### src/rtl/alu_share_arbiter_if.sv
// Request/response bundle for the shared 4-bit ALU: two valid/ready requesters,
// one tagged response channel and the per-requester serviced-op counters.
interface alu_share_arbiter_if #(
  parameter int CNT_W = 8
);
  logic             req0_valid;
  logic             req0_ready;
  logic [1:0]       req0_op;
  logic [3:0]       req0_a;
  logic [3:0]       req0_b;
  logic             req1_valid;
  logic             req1_ready;
  logic [1:0]       req1_op;
  logic [3:0]       req1_a;
  logic [3:0]       req1_b;
  logic             resp_valid;
  logic             resp_ready;
  logic [3:0]       resp_d;
  logic             resp_id;
  logic [CNT_W-1:0] cnt0;
  logic [CNT_W-1:0] cnt1;

  modport master (
    output req0_valid, req0_op, req0_a, req0_b,
    output req1_valid, req1_op, req1_a, req1_b,
    output resp_ready,
    input  req0_ready, req1_ready,
    input  resp_valid, resp_d, resp_id, cnt0, cnt1
  );

  modport slave (
    input  req0_valid, req0_op, req0_a, req0_b,
    input  req1_valid, req1_op, req1_a, req1_b,
    input  resp_ready,
    output req0_ready, req1_ready,
    output resp_valid, resp_d, resp_id, cnt0, cnt1
  );
endinterface

### src/rtl/alu_share_arbiter.sv
// Round-robin share of one 4-bit ALU (AND/SHL/OR/SHR) between two requesters,
// with a single registered response slot that can drain and refill in one cycle.
module alu_share_arbiter #(
  parameter int CNT_W      = 8,
  parameter int PRIO_RESET = 0
) (
  input  logic                clk,
  input  logic                rst,
  alu_share_arbiter_if.slave  bus
);

  typedef enum logic {S_EMPTY, S_FULL} state_t;

  state_t                  r_state, w_state_nxt;
  logic                    r_last;
  logic [3:0]              r_resp_d;
  logic                    r_resp_id;
  logic [1:0][CNT_W-1:0]   r_cnt;

  logic                    w_can_issue;
  logic [1:0]              w_vld, w_gnt;
  logic [1:0][1:0]         w_op;
  logic [1:0][3:0]         w_a, w_b;
  logic                    w_win;
  logic [3:0]              w_res;

  function automatic logic [3:0] alu4(input logic [1:0] op, input logic [3:0] a,
                                      input logic [3:0] b);
    logic [3:0] res;
    res = '0;
    unique case (op)
      2'b00: res = a & b;
      2'b01: res = (b[3:2] != 2'b00) ? 4'h0 : (a << b[1:0]);
      2'b10: res = a | b;
      2'b11: res = (b[3:2] != 2'b00) ? 4'h0 : (a >> b[1:0]);
      default: res = '0;
    endcase
    return res;
  endfunction

  assign w_vld = {bus.req1_valid, bus.req0_valid};
  assign w_op  = {bus.req1_op, bus.req0_op};
  assign w_a   = {bus.req1_a, bus.req0_a};
  assign w_b   = {bus.req1_b, bus.req0_b};

  // Reset masks issue so no ready can leak out during rst.
  assign w_can_issue = !rst && ((r_state == S_EMPTY) || bus.resp_ready);

  // r_last holds the previous winner; a tie goes to the other requester.
  assign w_gnt[0] = w_can_issue && w_vld[0] && (!w_vld[1] || r_last);
  assign w_gnt[1] = w_can_issue && w_vld[1] && (!w_vld[0] || !r_last);
  assign w_win    = w_gnt[1];
  assign w_res    = alu4(w_op[w_win], w_a[w_win], w_b[w_win]);

  assign bus.req0_ready = w_gnt[0];
  assign bus.req1_ready = w_gnt[1];
  assign bus.resp_valid = (r_state == S_FULL);
  assign bus.resp_d     = r_resp_d;
  assign bus.resp_id    = r_resp_id;
  assign bus.cnt0       = r_cnt[0];
  assign bus.cnt1       = r_cnt[1];

  always_comb begin
    w_state_nxt = r_state;
    unique case (r_state)
      S_EMPTY: if (|w_gnt) w_state_nxt = S_FULL;
      S_FULL: begin
        if (|w_gnt)               w_state_nxt = S_FULL;
        else if (bus.resp_ready)  w_state_nxt = S_EMPTY;
      end
      default: w_state_nxt = S_EMPTY;
    endcase
  end

  always_ff @(posedge clk) begin
    if (rst) begin
      r_state   <= S_EMPTY;
      r_last    <= (PRIO_RESET == 0);
      r_resp_d  <= '0;
      r_resp_id <= 1'b0;
    end else begin
      r_state <= w_state_nxt;
      if (|w_gnt) begin
        r_last    <= w_win;
        r_resp_d  <= w_res;
        r_resp_id <= w_win;
      end
    end
  end

  for (genvar g = 0; g < 2; g++) begin : g_cnt
    always_ff @(posedge clk) begin
      if (rst)           r_cnt[g] <= '0;
      else if (w_gnt[g]) r_cnt[g] <= r_cnt[g] + 1'b1;
    end
  end

endmodule

### src/flat_wrapper.sv
// flat-port wrapper written by rule: the top's interface ports become plain ports
module alu_share_arbiter_flat 
#(
  parameter int CNT_W      = 8,
  parameter int PRIO_RESET = 0
)
  (clk, rst, bus_req0_valid, bus_req0_op, bus_req0_a, bus_req0_b, bus_req1_valid, bus_req1_op, bus_req1_a, bus_req1_b, bus_resp_ready, bus_req0_ready, bus_req1_ready, bus_resp_valid, bus_resp_d, bus_resp_id, bus_cnt0, bus_cnt1);
  alu_share_arbiter_if #(.CNT_W(CNT_W)) bus_i ();
  input  logic clk;
  input  logic rst;
  input wire logic [$bits(bus_i.req0_valid)-1:0] bus_req0_valid;
  input wire logic [$bits(bus_i.req0_op)-1:0] bus_req0_op;
  input wire logic [$bits(bus_i.req0_a)-1:0] bus_req0_a;
  input wire logic [$bits(bus_i.req0_b)-1:0] bus_req0_b;
  input wire logic [$bits(bus_i.req1_valid)-1:0] bus_req1_valid;
  input wire logic [$bits(bus_i.req1_op)-1:0] bus_req1_op;
  input wire logic [$bits(bus_i.req1_a)-1:0] bus_req1_a;
  input wire logic [$bits(bus_i.req1_b)-1:0] bus_req1_b;
  input wire logic [$bits(bus_i.resp_ready)-1:0] bus_resp_ready;
  output wire logic [$bits(bus_i.req0_ready)-1:0] bus_req0_ready;
  output wire logic [$bits(bus_i.req1_ready)-1:0] bus_req1_ready;
  output wire logic [$bits(bus_i.resp_valid)-1:0] bus_resp_valid;
  output wire logic [$bits(bus_i.resp_d)-1:0] bus_resp_d;
  output wire logic [$bits(bus_i.resp_id)-1:0] bus_resp_id;
  output wire logic [$bits(bus_i.cnt0)-1:0] bus_cnt0;
  output wire logic [$bits(bus_i.cnt1)-1:0] bus_cnt1;
  assign bus_i.req0_valid = bus_req0_valid;
  assign bus_i.req0_op = bus_req0_op;
  assign bus_i.req0_a = bus_req0_a;
  assign bus_i.req0_b = bus_req0_b;
  assign bus_i.req1_valid = bus_req1_valid;
  assign bus_i.req1_op = bus_req1_op;
  assign bus_i.req1_a = bus_req1_a;
  assign bus_i.req1_b = bus_req1_b;
  assign bus_i.resp_ready = bus_resp_ready;
  assign bus_req0_ready = bus_i.req0_ready;
  assign bus_req1_ready = bus_i.req1_ready;
  assign bus_resp_valid = bus_i.resp_valid;
  assign bus_resp_d = bus_i.resp_d;
  assign bus_resp_id = bus_i.resp_id;
  assign bus_cnt0 = bus_i.cnt0;
  assign bus_cnt1 = bus_i.cnt1;
  alu_share_arbiter #(.CNT_W(CNT_W), .PRIO_RESET(PRIO_RESET)) u_core (.clk(clk), .rst(rst), .bus(bus_i));
endmodule
### config.mk
export PLATFORM = sky130hd
export DESIGN_NAME = alu_share_arbiter_flat
export DESIGN_NICKNAME = d
export VERILOG_FILES = /design/src/rtl/alu_share_arbiter_if.sv /design/src/rtl/alu_share_arbiter.sv /design/src/flat_wrapper.sv
export SDC_FILE = /design/constraint.sdc
export NUM_CORES = 1
export LEC_CHECK = 0
export BUFFER_PORTS_ARGS = -buffer_cell sky130_fd_sc_hd__clkbuf_2
export CAP_MARGIN = 30
export CORE_UTILIZATION = 25
export DETAILED_ROUTE_END_ITERATION = 16
export PLACE_DENSITY = 0.5
export SYNTH_ARGS = -nofsm -noshare
export SYNTH_HDL_FRONTEND = slang
export SYNTH_SLANG_ARGS = --single-unit
export TNS_END_PERCENT = 100
### constraint.sdc
create_clock -name clk -period 1.9 [get_ports clk]
set_input_delay 0 -clock clk [delete_from_list [all_inputs] [get_ports clk]]
set_output_delay 0 -clock clk [all_outputs]
set_load 0.05 [all_outputs]
==> results of run 1 <==
routing by layer:
layer | routed length, µm | vias up | part of all wire
met4 | 52 | 0 | 0.012
met1 | 2250 | 744 | 0.51
met2 | 1870 | 41 | 0.43
met5 | 0 | - | 0
met3 | 213 | 6 | 0.049
li1 | - | 836 | -
report_power, final:
group          internal (mW)  switching, mW
combinational          0.104          0.207
sequential             0.499         0.0134
clock                  0.149          0.153
final timing paths:
path / from / end / cells after the start
setup / recovery: u_core.r_last / u_core.bus.resp_d[0] / 5
hold / removal: bus_req0_valid / u_core.bus.resp_valid / 3
setup reg to reg: u_core.r_last / u_core.bus.resp_d[0] / 5
hold reg to reg: u_core.bus.resp_id / u_core.bus.resp_id / 2
registers in the layout, indices dropped and copies added, names as in the netlist:
signal and flops:
u_core.bus.resp_id 1, u_core.bus.resp_d 4, u_core.bus.cnt0 8, u_core.r_last 1, u_core.bus.cnt1 8, u_core.bus.resp_valid 1
cell families after synthesis:
kind of cell / count (synthesis) / synth area share
mux: 12 / 0.0805
fa+ha+maj: 3 / 0.0223
flops: 23 / 0.293
buf+inv: 25 / 0.0622
xor+xnor: 14 / 0.0781
simple gates: 72 / 0.229
compound gates: 53 / 0.234
critical path: cells and delay by family, from the launching register on:
family           cells  cell delay [ns]
multiplexers         1             0.33
AO/OA/AOI/OAI        2             0.51
AND/OR/NAND/NOR      2             0.50
flip-flops           1             0.32
synth_stat cells, types with 5 or more instances:
master    count
nor2_1       24
dfxtp_1      23
nand2_1      14
a21oi_1      13
inv_1        11
o21ai_0      10
xor2_1       10
clkbuf_1      9
nand3_1       8
nand4_1       8
mux2i_1       7
a211oi_1      5
nor3_1        5
cell type report:
class	instances	area (µm²)
inverters	12	47.5
repair buffers	55	295
flip-flops and latches	23	464
clock buffers	4	45.0
multi-input cells	154	1010
well taps	75	93.8
fillers	660	4030
through the flow:
stage	worst slack, ns	power [mW]	util
floorplan	0.0181	0.732	-
global placement	0.164	0.834	0.318
detailed placement	0.134	0.832	0.318
CTS	0.0478	1.14	0.326
global route	0.0243	1.20	0.327
finish	0.118	1.13	0.327
==> reports/qor.yml, run 1 <==
max_stage_delay_ns: 0.43
synth.distinct_cells: 48
synth_ff_type: "dfxtp_1"
regToRegSetupSlack_ns: 0.12
mostFrequentLayoutCells: "clkbuf_2, nor2_1, dfxtp_1"
hold_violations: 0
layout_commonest_cell: "clkbuf_2"
grt_max_degree: 14
post_cts_buffers: 0
crit_path_top_delay_cell: "or3_4"
die_w_um: 81.2
fp.dieH_um: 81.2
ctsRootBufferMaster: "clkbuf_8"
synth_top_area_share: 0.293
use_met1: 0.202
holdWs_ns: 0.0121
cts_sinks: 23
setup_viol: 0
period_minus_slack_ns: 1.78
vias: 1627
antenna_found_initial: 0
antenna_cells: 0
worst_pin_slew_ns: 0.360
cts_hold_buffers: 0
layout.cells.non_filler: 323
synth_fp_nets: 229
core_area_um2: 5990
ys_warn_count: 0
h-tree-depth: 1
first_pass_iters: 4
start_util: 0.262
die_area_um2: 6600
area_delta_synth_final_pct: 24.7
end_kind: "register"
maxCapViolCount: 0
wl_mm: 4.39
grt.met3_usage: 0.0303
status: "completed"
leakage_nw: 0.854
grt_busiest_layer: "met2"
globalRouteTotalUtil: 0.138
crit_chain: "a21bo_2, or3_4, mux2_1, a211oi_1, nor4_2"
syn-mean-instance-area_um2: 7.77
final_nets: 276
place_congestion: 0.823
synth-edff-count: 0
ys_seq_area_frac: 0.293
insertion_delay_ns: 0.26
postSynthCellCount: 202
fmax_mhz: 561
drt-vias-per-instance: 5.04
port_buffers: 48
ys_ff_latch: 23
finalCritPeriodShare: 0.938
cts_buffers: 3
antenna_left: 0
final_max_slew_viol_count: 0
relSlewSlack: 0.758
drt_iter0_markers: 125
drc: 0
overflow: 0
async_flop_share: 0
grt_use_met2: 0.209
synth.largest_area_cell: "dfxtp_1"
wl_per_cell_um: 13.6
num_io_pins: 49
num_rows: 28
ir_worst_vdd_v: 0.000475
cts_tree: "built"
grt_pass1_wl_mm: 7.25
min_path_type: "in -> reg"
setup_tns_ns: 0
grt_pass1_vias: 1496
postPlaceCellArea_um2: 1910
p_per_area_nw_per_um2: 575
start_kind: "register"
place_inst: 319
synth_area_um2: 1570
cts-resized-gates: 1
hpwl_mm: 3.39
required_ns: 2.05
path_clk_slew_ns: 0.08
arrival_ns: 1.93
final_area_um2: 1960
layout-drive-gt1-share: 0.278
rsz0062_at_grt: "false"
path_class: "reg -> reg"
worst-path-max-fanout: 13
yosys-top-cells-area: "dfxtp_1, nor2_1, xor2_1, mux2i_1, a21oi_1"
cts_max_path_buffers: 2
fin_worst_skew_ns: 0.00422
Power figures use the tool's default switching activity.
==> inputs of run 2 (changes only) <==
CORE_UTILIZATION = 46   (was 25)
PLACE_DENSITY = 0.8   (was 0.5)
SKIP_CTS_REPAIR_TIMING = 1   (was default)
==> run 2 against run 1 <==
  * Sequential share of layout area increased by 0.40 points
  * Global-route usage rose by 8.9 points
  * Cell area is 1.7% lower
  * Count of clock-buffer cells in the layout unchanged
  * Critical path depth rose by 1
  * Die area is 45% lower
  * Final cell count fell by 9.0%
  * Critical endpoint unchanged
  * Largest cell class unchanged
  * Highest routed layer unchanged
==> reports/qor.yml, run 2 (same netlist as run 1, synthesis figures left out) <==
ir_worst_vdd_v: 0.000384
arrival_ns: 2.06
cts_sinks: 23
worst-path-max-fanout: 7
maxCapViolCount: 0
holdWs_ns: 0.00492
internal_power_mw: 0.688
place_congestion: 0.935
layout-drive-gt1-share: 0.280
final_max_slew_viol_count: 0
antenna_cells: 0
wl_per_cell_um: 13.5
min_path_type: "in -> reg"
fin_worst_skew_ns: 0.00792
cts_max_path_buffers: 2
setup_tns_ns: 0
rsz0062_at_grt: "true"
worst_pin_slew_ns: 0.529
ctsRootBufferMaster: "clkbuf_4"
grt_pass1_vias: 1391
setup_viol: 0
area_delta_synth_final_pct: 22.6
fp.dieH_um: 60.4
cts_buffers: 3
path_clk_slew_ns: 0.12
crit_start: "u_core.bus.resp_valid"
antenna_found_initial: 0
period_minus_slack_ns: 1.85
clkPwrFrac: 0.212
num_io_pins: 49
leakage_nw: 0.856
required_ns: 2.11
core_area_um2: 3150
power.net_switching_mw: 0.360
hpwl_mm: 2.99
r2r-start: "u_core.bus.resp_valid"
wl_mm: 3.97
h-tree-depth: 1
die_area_um2: 3650
finish.utilization: 0.610
start_kind: "register"
start_util: 0.498
finalCritPeriodShare: 0.975
p_per_area_nw_per_um2: 545
antenna_left: 0
status: "completed"
layout_commonest_cell: "clkbuf_2"
drt-vias-per-instance: 5.69
grt_use_met2: 0.347
use_met1: 0.340
port_buffers: 48
grt_busiest_layer: "met2"
path_class: "reg -> reg"
swShare: 0.343
overflow: 0
insertion_delay_ns: 0.31
grt_max_degree: 15
num_rows: 20
grt_pass1_wl_mm: 6.40
pwr-share-seq: 0.490
first_pass_iters: 4
end_kind: "register"
final_nets: 278
setup_ws_ns: 0.0472
relSlewSlack: 0.643
comb_power_share: 0.298
drc: 0
grt.met3_usage: 0.0362
vias: 1674
globalRouteTotalUtil: 0.228
holdCritStartpoint: "rst"
mostFrequentLayoutCells: "clkbuf_2, nor2_1, dfxtp_1"
drt_iter0_markers: 105
hold_violations: 0
post-place-ws_ns: 0.0596
die_w_um: 60.4
cts_tree: "built"
fmax_mhz: 540
## run 2: cell count changes in the layout (fill, tap and decap cells not counted)
cell,delta
clkbuf_8,-3
clkbuf_4,+2
dlygate4sd3_1,+2
o311ai_1,-2
buf_2,+1
o311ai_0,+1
o311ai_2,+1
## run 2: area by class of cell
type | count | area (µm²)
Sequential cell | 23 | 464
Inverter | 12 | 47.5
Multi-Input combinational cell | 154 | 1020
Fill cell | 314 | 1230
Timing Repair Buffer | 57 | 313
Clock buffer | 4 | 26.3
Tap cell | 44 | 55.1
## run 2: path summary, 6_finish.rpt
check	endpoint	cells past startpoint	slack [ns]
max	u_core.bus.resp_d[0]	6	0.05
min reg2reg	u_core.bus.resp_id	2	0.49
min	u_core.bus.cnt0[0]	2	0.005
max reg2reg	u_core.bus.resp_d[0]	6	0.05
## run 2: metrics by stage
step           power, mW  instance area, µm²  cells
2_1_floorplan      0.732                1580    202
3_3_place_gp       0.823                1870    288
3_5_place_dp       0.826                1870    288
4_1_cts             1.05                1890    292
5_1_grt             1.10                1920    294
6_report            1.05                1920    294
## run 2: routing by layer
metal,vias up,routed length [µm]
li1,838,-
met1,783,1970
met2,49,1780
met3,4,188
met4,0,33
met5,-,0
## run 2: critical path, cell delays in order (launching register included)
cell      delay, ns
dfxtp_4        0.36
nor2b_1        0.14
buf_4          0.16
o311ai_0       0.50
o311ai_2       0.20
a211oi_1       0.32
nor4_2         0.06
## run 2: power by group through the flow
| stage | registers (mW) | clock network, mW | logic, mW |
|---|---|---|---|
| after CTS | 0.514 | 0.229 | 0.303 |
| after detailed placement | 0.524 | 0 | 0.302 |
| after global routing | 0.517 | 0.244 | 0.339 |
| after floorplan | 0.578 | 0 | 0.154 |
| after global placement | 0.523 | 0 | 0.300 |
| final | 0.514 | 0.222 | 0.312 |
